`src/rtl/core_dmem_port.sv`:
```
// Per-core data-memory initiator: accepts one load/store at a time from the
// execute stage, drives one-cycle memory strobes, and returns a response.
module core_dmem_port #(
  parameter int unsigned TAM     = 16,
  parameter int unsigned Lmem    = 8,
  parameter int unsigned CORE_ID = 0
) (
  input  logic           clk,
  input  logic           rst,
  input  logic           req_valid,
  output logic           req_ready,
  input  logic           req_write,
  input  logic [TAM-1:0] req_addr,
  input  logic [TAM-1:0] req_wdata,
  output logic           rsp_valid,
  input  logic           rsp_ready,
  output logic [TAM-1:0] rsp_rdata,
  output logic           rsp_err,
  input  logic           peer_shared_wr,
  output logic [TAM-1:0] dataADDR,
  output logic [TAM-1:0] dataIN,
  output logic           dataLoad,
  output logic           dataWrite,
  input  logic [TAM-1:0] dataOUT
);

  typedef enum logic [1:0] {IDLE, ISSUE, HOLD, RESP} state_t;

  state_t state;

  // Any address bit above the shared-select bit lies outside both windows.
  logic addr_err_c;
  assign addr_err_c = |req_addr[TAM-1:Lmem+1];

  // The strobe registers carry the latched request during ISSUE, so a
  // core-1 shared store colliding with the peer's shared store is detected
  // directly from them; the memory defers that write by one cycle.
  logic hold_c;
  assign hold_c = (CORE_ID == 32'd1) && dataWrite && dataADDR[Lmem] && peer_shared_wr;

  // Request/strobe/response sequencing with all outputs registered.
  always_ff @(posedge clk or posedge rst) begin
    if (rst) begin
      state     <= IDLE;
      req_ready <= 1'b0;
      rsp_valid <= 1'b0;
      rsp_err   <= 1'b0;
      rsp_rdata <= TAM'(0);
      dataADDR  <= TAM'(0);
      dataIN    <= TAM'(0);
      dataLoad  <= 1'b0;
      dataWrite <= 1'b0;
    end else begin
      case (state)
        IDLE: begin
          if (req_valid && req_ready) begin
            req_ready <= 1'b0;
            if (addr_err_c) begin
              rsp_valid <= 1'b1;
              rsp_err   <= 1'b1;
              state     <= RESP;
            end else begin
              dataLoad  <= ~req_write;
              dataWrite <= req_write;
              dataADDR  <= req_addr;
              dataIN    <= req_write ? req_wdata : TAM'(0);
              state     <= ISSUE;
            end
          end else begin
            req_ready <= 1'b1;
          end
        end
        ISSUE: begin
          dataLoad  <= 1'b0;
          dataWrite <= 1'b0;
          dataADDR  <= TAM'(0);
          dataIN    <= TAM'(0);
          if (dataLoad) begin
            rsp_rdata <= dataOUT;
          end
          if (hold_c) begin
            state <= HOLD;
          end else begin
            rsp_valid <= 1'b1;
            rsp_err   <= 1'b0;
            state     <= RESP;
          end
        end
        HOLD: begin
          rsp_valid <= 1'b1;
          rsp_err   <= 1'b0;
          state     <= RESP;
        end
        RESP: begin
          if (rsp_ready) begin
            rsp_valid <= 1'b0;
            rsp_err   <= 1'b0;
            req_ready <= 1'b1;
            state     <= IDLE;
          end
        end
        default: state <= IDLE;
      endcase
    end
  end

endmodule

```
`config.mk`:
```
export PLATFORM = sky130hd
export DESIGN_NAME = core_dmem_port
export DESIGN_NICKNAME = d
export VERILOG_FILES = /design/src/rtl/core_dmem_port.sv
export SDC_FILE = /design/constraint.sdc
export NUM_CORES = 1
export LEC_CHECK = 0
export CORE_MARGIN = 5
export CORE_UTILIZATION = 55
export DETAILED_ROUTE_END_ITERATION = 6
export DONT_BUFFER_PORTS = 1
export PLACE_DENSITY_LB_ADDON = 0.15
export SKIP_LAST_GASP = 1
export SLEW_MARGIN = 20
export SYNTH_ARGS = -nofsm -noshare
export SYNTH_HDL_FRONTEND = slang
export SYNTH_SLANG_ARGS = --single-unit
export TNS_END_PERCENT = 1
```
`constraint.sdc`:
```
create_clock -name clk -period 1.74 [get_ports clk]
set_clock_uncertainty 0.05 [all_clocks]
set_input_delay 0.348 -clock clk [delete_from_list [all_inputs] [get_ports clk]]
set_output_delay 0.348 -clock clk [all_outputs]
set_load 0.02 [all_outputs]
```
Yosys cells after proc, flatten, opt, wreduce, memory -nomap -nowiden --
Cells that the tools add are included.
Storage, ports and cells: register bits 55, input port bits 54, output and inout bits 53, word-level logic and storage cells 53
Cells by class: eq/ne operators 7, mux-type cells 25, bitwise logic cells 1, reduce and logical (&&, ||, !) cells 11
Operators by type and width (count):
- 2-to-1 mux 16 bit | 5
- one-hot mux 16 bit (2 select lines) | 2
- 2-to-1 mux 1 bit | 9
- != test 2 bit (second input constant) | 4
- OR reduction 7 bit | 1
- 2-to-1 mux 2 bit | 3
- one-hot mux 1 bit (2 select lines) | 3
- one-hot mux 1 bit (3 select lines) | 2
- one-hot mux 2 bit (3 select lines) | 1
- AND reduction 2 bit | 3
- AND reduction 3 bit | 2
- equality test 2 bit (second input constant) | 2
- nonzero test 2 bit | 2
- equality test 2 x 1 -> 1 bit (second input constant) | 1
- zero test 2 bit | 1
- OR reduction 2 bit | 1
- logical AND 1 bit | 1
- NOT 1 bit | 1

Longest topological paths before layout --
Gate-level depths: netlist of run 1.
word-level depth 4, mapped depth 7, depth with buffers taken out 5

Worst setup path after synthesis of run 1 --
Ideal clock, no wire load.
path kind register to register, start point reg state[1], end point reg rsp_rdata[0], library setup time 0.125 ns, data arrival time 1.568 ns, required time 1.565 ns, setup slack -0.003 ns, stages on the path, launching flop included 6, buffers on the path 1, period minus slack after synthesis 1.743 ns, cells stage by stage dfrtp_1 > inv_1 > ha_1 > nand2_1 > clkbuf_1 > mux2_2
Between the ends: cells in the longest elaborated chain, start to end 2
RTL lines:
- start, declared | RTL line 29 | state_t state;
- start signal, assigned | RTL line 44 | state <= IDLE;
- start signal, assigned | RTL line 61 | state <= RESP;
- start signal, assigned | RTL line 67 | state <= ISSUE;
- equality test 2 x 1 -> 1 bit | RTL line 54 | case (state)
- AND reduction 2 bit (no line)
- end signal, assigned | RTL line 79 | rsp_rdata <= dataOUT;
- end, declared | RTL line 17 | output logic [TAM-1:0] rsp_rdata,
No other way between the ends. A chain may end at the register's enable or synchronous reset.

Worst setup path after layout of run 1 --
start point reg state[1], end point reg dataADDR[3]
Between the ends: cells in the longest elaborated chain, start to end 3, elaborated cells on any way between the ends 7, classes of those cells eq/ne: 3; mux: 1; reduce/logical: 3
RTL lines:
- equality test 2 x 1 -> 1 bit / zero test 2 bit (equally long branches) | RTL line 54
- nonzero test 2 bit (no line) / != test 2 bit (equally long branches)
- AND reduction 3 bit (no line)
- end signal, assigned | RTL line 65 | dataADDR <= req_addr;
- end, declared | RTL line 20 | output logic [TAM-1:0] dataADDR,
Several ways; a longest one is shown, not always the timed one.

==> reports/metrics.cfg, run 1 <==
[global_routing]
antenna_found_initial = 0
gr-usage-all-layers_pct = 18.2
grt_pass1_vias = 1778
grt_start_max_net_pins = 32
grt-ovfl-total = 0
grt_pass1_wl_um = 8740

[sta]
maxSlewViolCount = 0
slew_headroom_pct = 71.0
max_clock_freq_mhz = 588
setup_viol = 0
finalCritPeriodShare_pct = 97.7
period_needed_ps = 1700
rsz0062_at_grt = true
fin_hold_ws_ps = 120
tns_ps = 0
hold_violations = 0
worst_slew_pin_slew_ps = 423

[routing]
drc_errors = 0
wl_um = 5340
post_drt_wl_per_cell_um = 19.2
vias_per_cell = 6.11
drtAntennaViolNets = 0
first_pass_iters = 4
drt_iter0_drc = 73
route.vias.total = 1698

[worst_setup_path]
crit_top_cell = inv_1
worstSetupEndpointType = flop
worst_ep_arrival_time_ps = 1820
crit_chain = inv_1 -> ha_1 -> inv_1 -> a2111oi_0 -> nor3_1
path_max_fanout = 9
path_class = flop to flop
critPathMaxStageDelay_ps = 480
cpMaxStageDelayCell = a2111oi_0
cp.required_ps = 1860
cp-start-kind = flop
startpoint = state[1]
rr_startpoint = state[1]

[die]
initial_core_util_pct = 56.5
die_width_um = 76.9
core_sq_um = 4350
die_height_um = 76.9
pin_count = 107
rows = 24
die-area_sq_um = 5910

[synth]
ys_seq_area_share_pct = 55.9
postSynthAreaPerCell_sq_um = 11.2
synth_edf_count = 0
async_flop_share_pct = 100
synthCells = 219
ys_ff_latch = 55
synth_ff_type = dfrtp_1
yosysUniqueCellTypes = 27
syn_area_sq_um = 2460
syn_nets = 278
yosysWarningCount = 0

[placed_design]
place_inst = 270
io_buffers = 0
dp_hpwl_um = 3910
gp_congestion = 0.782
placed_cell_area_sq_um = 2570

[cells_and_area]
regArea_sq_um = 1380
final_util_pct = 62.1
multi_input_area_sq_um = 1020
drive_gt1_share_pct = 17.3
nets = 285
antenna_cells = 0
fill_cells = 360
fin_cells = 278
stdcell_area_sq_um = 2710
syn_to_final_growth_pct = 9.91

[hold_path]
min_path_type = primary input to flop
hp-start = req_wdata[1]

[cts]
cts_tree = yes
cts_buffers = 5
cts.sinks = 55
clockRootBuffer = clkbuf_8
h-tree-depth = 2
ctsLongestPathBuffers = 2
clk_latency_ps = 300
path_clk_slew_ps = 90

[power_and_ir_drop]
powerDensity_nw_per_um2 = 1110
ir_drop_uv = 584
p_leak_uw = 0.00130

[run]
cap_violations = 0

[run_status]
outcome = complete, no violations

[placed cells by master, fill, tap and decap left out, types with 6 or more instances in the layout]
master,n
nand2_1,34
nor3_1,11
inv_1,6
buf_4,10
a21oi_1,10
o21ai_0,13
and3_1,8
mux2_2,17
mux2i_1,18
dfrtp_1,55
[flip-flops by register name, summed over array words and instances, names as in the netlist]
register / cells
dataLoad: 1
dataWrite: 1
rsp_valid: 1
dataIN: 16
state: 2
req_ready: 1
dataADDR: 16
rsp_err: 1
rsp_rdata: 16
[worst max-delay path, delay by kind of cell, from the launching register on]
family	cells	cell delay [ps]
DFF	1	420
buffers and inverters	2	280
and+or+nand+nor	1	110
adders and majority gates	1	240
AOI/OAI and AO/OA	1	480
[Yosys cell counts (all sizes together), types with 2 or more instances]
library cell / number / area (sq um)
a2111oi: 9 / 78.8
a211oi: 3 / 22.5
a21oi: 10 / 50.1
and3: 8 / 50.1
buf: 4 / 20.0
clkbuf: 9 / 33.8
dfrtp: 55 / 1380
ha: 5 / 62.6
inv: 7 / 26.3
mux2: 17 / 191
mux2i: 18 / 180
nand2: 34 / 128
nand3: 2 / 10.0
nor2: 2 / 7.51
nor2b: 2 / 12.5
nor3: 11 / 55.1
o21ai: 13 / 65.1
[what timing repair did]
action / in CTS / in global routing
hold endpoints to repair: 55 / 0
gates resized for setup: 4 / 4
hold buffers: 1 / 0
setup buffers: 0 / 0
setup endpoints to repair: 23 / 36
cloned: 0 / 0
[kinds of logic (layout without fill, tap and decap cells)]
| group | count (synthesis) | after routing | share of synthesized area (%) |
|---|---|---|---|
| and+or+nand+nor | 64 | 64 | 12.7 |
| DFF | 55 | 55 | 55.9 |
| AOI/OAI and AO/OA | 40 | 40 | 10.5 |
| muxes | 35 | 35 | 15.1 |
| buffers and inverters | 20 | 27 | 3.25 |
| adders and majority gates | 5 | 5 | 2.54 |
[stage by stage]
stage / total power [uW] / setup WS (ps)
final: 3010 / 39.9
after global placement: 2180 / -31.5
after CTS: 3030 / -52.2
after global routing: 3200 / -59.4
after floorplan: 2000 / -0.932
after detailed placement: 2230 / -83.1
[worst paths after layout]
kind,end,slack [ps],cells after the start
setup / recovery,dataADDR[3],40,5
hold / removal,dataIN[1],120,2
setup reg to reg,dataADDR[3],40,5
hold reg to reg,state[1],540,1
max in group asynchronous,state[1],810,3
min in group asynchronous,rsp_rdata[9],500,3
[cell type report]
class / instances / share of cell area (%)
well taps: 52 / 2.41
clock inverters: 1 / 1.11
multi-input cells: 144 / 37.7
repair buffers: 13 / 4.30
flip-flops and latches: 55 / 50.9
clock buffers: 6 / 2.68
inverters: 7 / 0.971
[per-layer routing]
layer  vias up  GRT usage, %  share of wire, %
met4         0          4.72              0.97
li1        784             -                 -
met1       841          21.8                40
met3         6          7.38               8.8
met2        67          30.2                51
met5         -             0                 0
[power breakdown]
part           switching, uW  internal (uW)  total, uW  leakage, uW
sequential               114           1350       1470     0.000718
clock                    378            422        801    0.0000513
combinational            456            284        739     0.000533
Note: power is estimated with default switching activity, not from simulation.
==> run 2: changes to the inputs <==
--- a/config.mk
+++ b/config.mk
@@ -15,4 +15,3 @@
 export SYNTH_ARGS = -nofsm -noshare
 export SYNTH_HDL_FRONTEND = slang
 export SYNTH_SLANG_ARGS = --single-unit
-export TNS_END_PERCENT = 1
==> constraint.sdc (replaced) <==
create_clock -name clk -period 2 [get_ports clk]
set_clock_uncertainty 0.05 [all_clocks]
set_input_delay 0.4 -clock clk [delete_from_list [all_inputs] [get_ports clk]]
set_output_delay 0.4 -clock clk [all_outputs]
set_load 0.02 [all_outputs]
==> run 2 against run 1 <==
Against the previous run:
- global-route usage is 0.86 points higher
- worst hold slack better by 54 ps
- register-to-register slack better by 120 ps
- sequential power is 12% lower
- final cell count stayed put
- clock power is 26% lower
- via count is 0.35% lower
- design area is 1.4% lower
- routed wire length is 3.0% higher
- critical endpoint is now dataADDR[5]
- largest cell class unchanged
==> reports/metrics.cfg, run 2 (same netlist as run 1, synthesis figures left out) <==
[run_status]
outcome = complete, no violations

[global_routing]
grt_pass1_vias = 1805
grt-ovfl-total = 0
gr-usage-all-layers_pct = 19.0
grt_pass1_wl_um = 9170
antenna_found_initial = 0
grt_start_max_net_pins = 29

[placed_design]
placed_cell_area_sq_um = 2570
dp_hpwl_um = 4170
io_buffers = 0
gp_congestion = 0.762

[cts]
clk_latency_ps = 300
ctsLongestPathBuffers = 2
clockRootBuffer = clkbuf_8
h-tree-depth = 2
cts_post_setup_buffers_inserted = 0
cts_tree = yes
cts.sinks = 55
path_clk_slew_ps = 90
cts_buffers = 5

[die]
die-area_sq_um = 5910
pin_count = 107
rows = 24
initial_core_util_pct = 56.5
core_sq_um = 4350
die_width_um = 76.9
die_height_um = 76.9

[power_and_ir_drop]
powerDensity_nw_per_um2 = 934
ir_drop_uv = 522
p_total_uw = 2490
p_leak_uw = 0.00129

[worst_setup_path]
cp.required_ps = 2130
rr_startpoint = state[0]
r2r_end = dataADDR[5]
worst_ep_arrival_time_ps = 1960
path_class = flop to flop
worstSetupEndpointType = flop
rrSetupSlack_ps = 160
cp-start-kind = flop
path_max_fanout = 10
ff2ff_path_depth = 5

[routing]
drt_iter0_drc = 47
drtAntennaViolNets = 0
post_drt_wl_per_cell_um = 19.8
vias_per_cell = 6.09
drc_errors = 0
first_pass_iters = 4
route.vias.total = 1692
wl_um = 5500

[hold_path]
min_path_type = primary input to flop
min_path_cells = 2
hp-start = req_wdata[5]
holdPathEnd = dataIN[5]

[sta]
period_needed_ps = 1840
finalCritPeriodShare_pct = 91.9
tns_ps = 0
hold_violations = 0
worst_slew_pin_slew_ps = 583
maxSlewViolCount = 0
rsz0062_at_grt = true
slew_headroom_pct = 61.1
max_clock_freq_mhz = 544
setup_viol = 0

[cells_and_area]
largestRegisters = dataADDR: 16 flops, dataIN: 16 flops, rsp_rdata: 16 flops
final_common_cell = dfrtp_1
syn_to_final_growth_pct = 8.34
stdcell_area_sq_um = 2670
drive_gt1_share_pct = 16.4
antenna_cells = 0
final_cell_mix = 55 x dfrtp_1, 34 x nand2_1, 18 x mux2i_1, 17 x mux2_2, 13 x o21ai_0
final_util_pct = 61.2
nets = 284

[run]
cap_violations = 0

## run 2: worst max path at each step
stage | from | endpoint
finish | state[0] | dataADDR[5]
CTS | state[0] | dataADDR[8]
detailed placement | req_addr[11] | dataADDR[8]
global placement | req_addr[11] | dataADDR[8]
floorplan | rst | dataADDR[0]
global route | state[1] | dataADDR[5]
## run 2: layout make-up
cell class	count	area, sq um
multi-input cells	144	1010
flip-flops and latches	55	1380
inverters	7	26.3
well taps	52	65.1
clock buffers	6	72.6
fillers	354	1690
clock inverters	2	12.5
repair buffers	12	105
## run 2: per-layer routing
metal	up-vias	track usage (%)	part of all wire, %
met5	-	0	0
met4	0	5.07	1.0
met3	5	9.84	13
met2	82	31.6	49
met1	822	21.4	38
li1	783	-	-
## run 2: report_power, final
group | internal [uW] | switching (uW) | total [uW]
clock network | 246 | 345 | 591
logic | 234 | 373 | 607
registers | 1180 | 116 | 1290
## run 2: timing repair
action / in CTS / in global routing
hold endpoints to repair: 14 / 0
hold buffers: 1 / 0
endpoints found under the setup margin: 0 / 3
resized for setup: 0 / 3
## run 2: worst max-delay path, stage by stage, from the launching register on
cell and delay [ps]:
dfrtp_1 430, inv_1 120, ha_1 280, nand3_1 300, a2111oi_0 420, nor3_1 110
## run 2: stage by stage
| stage | cells | worst slack, ps | hold slack (ps) |
|---|---|---|---|
| after floorplan | 219 | 207 | 484 |
| after global placement | 269 | 181 | 317 |
| after detailed placement | 269 | 125 | 332 |
| after CTS | 278 | 157 | 165 |
| after global routing | 278 | -12.4 | 165 |
| final | 278 | 162 | 175 |
==> run 3: changes to the inputs <==
--- a/config.mk
+++ b/config.mk
@@ -5,6 +5,7 @@
 export SDC_FILE = /design/constraint.sdc
 export NUM_CORES = 1
 export LEC_CHECK = 0
+export CORE_ASPECT_RATIO = 1.25
 export CORE_MARGIN = 5
 export CORE_UTILIZATION = 55
 export DETAILED_ROUTE_END_ITERATION = 6
==> run 3 against run 2 <==
Against the previous run:
- worst hold slack gained 2.2 ps
- sequential share of layout area shrank 1.1 points
- flip-flop and latch count is the same
- die area grew 0.14%
- combinational power grew 2%
- final cell count grew 1.8%
- critical endpoint is now dataADDR[6]
- highest routed layer unchanged
==> reports/metrics.cfg, run 3 (same netlist as run 1, synthesis figures left out) <==
[placed_design]
gp_congestion = 0.773
dp_hpwl_um = 4290
dp_slack_ps = -14.5
place_inst = 274
io_buffers = 0

[sta]
period_needed_ps = 1860
setup_ws_ps = 135
fin_hold_ws_ps = 177
maxSlewViolCount = 0
max_clock_freq_mhz = 536
rsz0062_at_grt = false
setup_viol = 0
finalCritPeriodShare_pct = 93.2
hold_violations = 0
slew_headroom_pct = 60.2
tns_ps = 0
worst_slew_pin_slew_ps = 596

[worst_setup_path]
worstSetupEndpointType = flop
worst_ep_arrival_time_ps = 1980
path_class = flop to flop
cp.required_ps = 2120
cp-start-kind = flop
path_max_fanout = 10

[routing]
route.vias.total = 1750
drt_iter0_drc = 68
drtAntennaViolNets = 0
wl_um = 5660
drc_errors = 0
first_pass_iters = 4
vias_per_cell = 6.18
post_drt_wl_per_cell_um = 20.0

[die]
die-area_sq_um = 5920
die_height_um = 84.8
rows = 27
initial_core_util_pct = 56.5
die_width_um = 69.8
pin_count = 107
core_sq_um = 4360

[cells_and_area]
fill_cells = 350
antenna_cells = 0
syn_to_final_growth_pct = 10.8
largestRegisters = dataADDR: 16 flops, dataIN: 16 flops, rsp_rdata: 16 flops
final_common_cell = dfrtp_1
drive_gt1_share_pct = 17.3
final_cell_mix = 55 x dfrtp_1, 34 x nand2_1, 18 x mux2i_1, 17 x mux2_2, 13 x o21ai_0
fin_cells = 283
nets = 283

[hold_path]
min_path_type = primary input to flop

[global_routing]
grt_pass1_vias = 1830
grt-ovfl-total = 0
gr-usage-all-layers_pct = 19.4
antenna_found_initial = 0
grt_start_max_net_pins = 30
grt_pass1_wl_um = 9230

[cts]
ctsLongestPathBuffers = 2
h-tree-depth = 2
cts_tree = yes
clockRootBuffer = clkbuf_8
clk_latency_ps = 290
cts_buffers = 5
cts_post_setup_buffers_inserted = 0
path_clk_slew_ps = 90
cts.sinks = 55

[power_and_ir_drop]
ir_drop_uv = 639
p_total_uw = 2760
p_leak_uw = 0.00130
powerDensity_nw_per_um2 = 1010

[run_status]
outcome = complete, no violations

[run]
cap_violations = 0

-- run 3: final cells by class --
class	instances	area (sq um)	share of cell area, %
flip-flops and latches	55	1380	50.5
multi-input cells	144	1020	37.4
clock inverters	2	60.1	2.20
inverters	7	26.3	0.964
repair buffers	11	97.6	3.58
clock buffers	6	72.6	2.66
well taps	58	72.6	2.66
-- run 3: worst max-delay path, stage by stage (launching register included) --
cell       delay [ps]
dfrtp_1           430
inv_1             130
ha_2              260
nand3_1           280
a2111oi_0         460
nor3_1            120
-- run 3: worst paths after layout --
path / from / endpoint / slack [ps] / depth (start not counted)
setup / recovery: state[1] / dataADDR[6] / 140 / 5
hold / removal: req_wdata[9] / dataIN[9] / 180 / 2
setup reg to reg: state[1] / dataADDR[6] / 140 / 5
hold reg to reg: state[1] / state[1] / 560 / 1
max in group asynchronous: rst / dataIN[5] / 760 / 3
min in group asynchronous: rst / rsp_rdata[9] / 580 / 2
-- run 3: repair_timing --
| item | in CTS | in global routing |
|---|---|---|
| setup endpoints to repair | 7 | 19 |
| resized for setup | 1 | 6 |
| hold buffers | 1 | 0 |
| endpoints found under the hold margin | 6 | 0 |
| pin swaps | 0 | 0 |
-- run 3: per-stage QoR --
| stage | util (%) | area (sq um) |
|---|---|---|
| final | 62.6 | 2730 |
| after global routing | 62.6 | 2730 |
| after CTS | 62.2 | 2710 |
| after detailed placement | 58.9 | 2570 |
| after global placement | 58.9 | 2570 |
| after floorplan | - | 2460 |
-- run 3: metal layers --
layer  vias to the layer above  GRT usage, %  part of all wire (%)
li1                        785             -                     -
met1                       878          19.9                    35
met2                        81          34.8                    53
met3                         6          9.46                    11
met4                         0          5.23                  0.67
met5                         -             0                     0
-- run 3: power breakdown --
group	leakage (uW)	total (uW)	switching (uW)	internal [uW]
registers	0.000718	1300	121	1180
clock network	0.0000654	842	342	500
logic	0.000518	621	384	237
total	0.00130	2760	847	1910
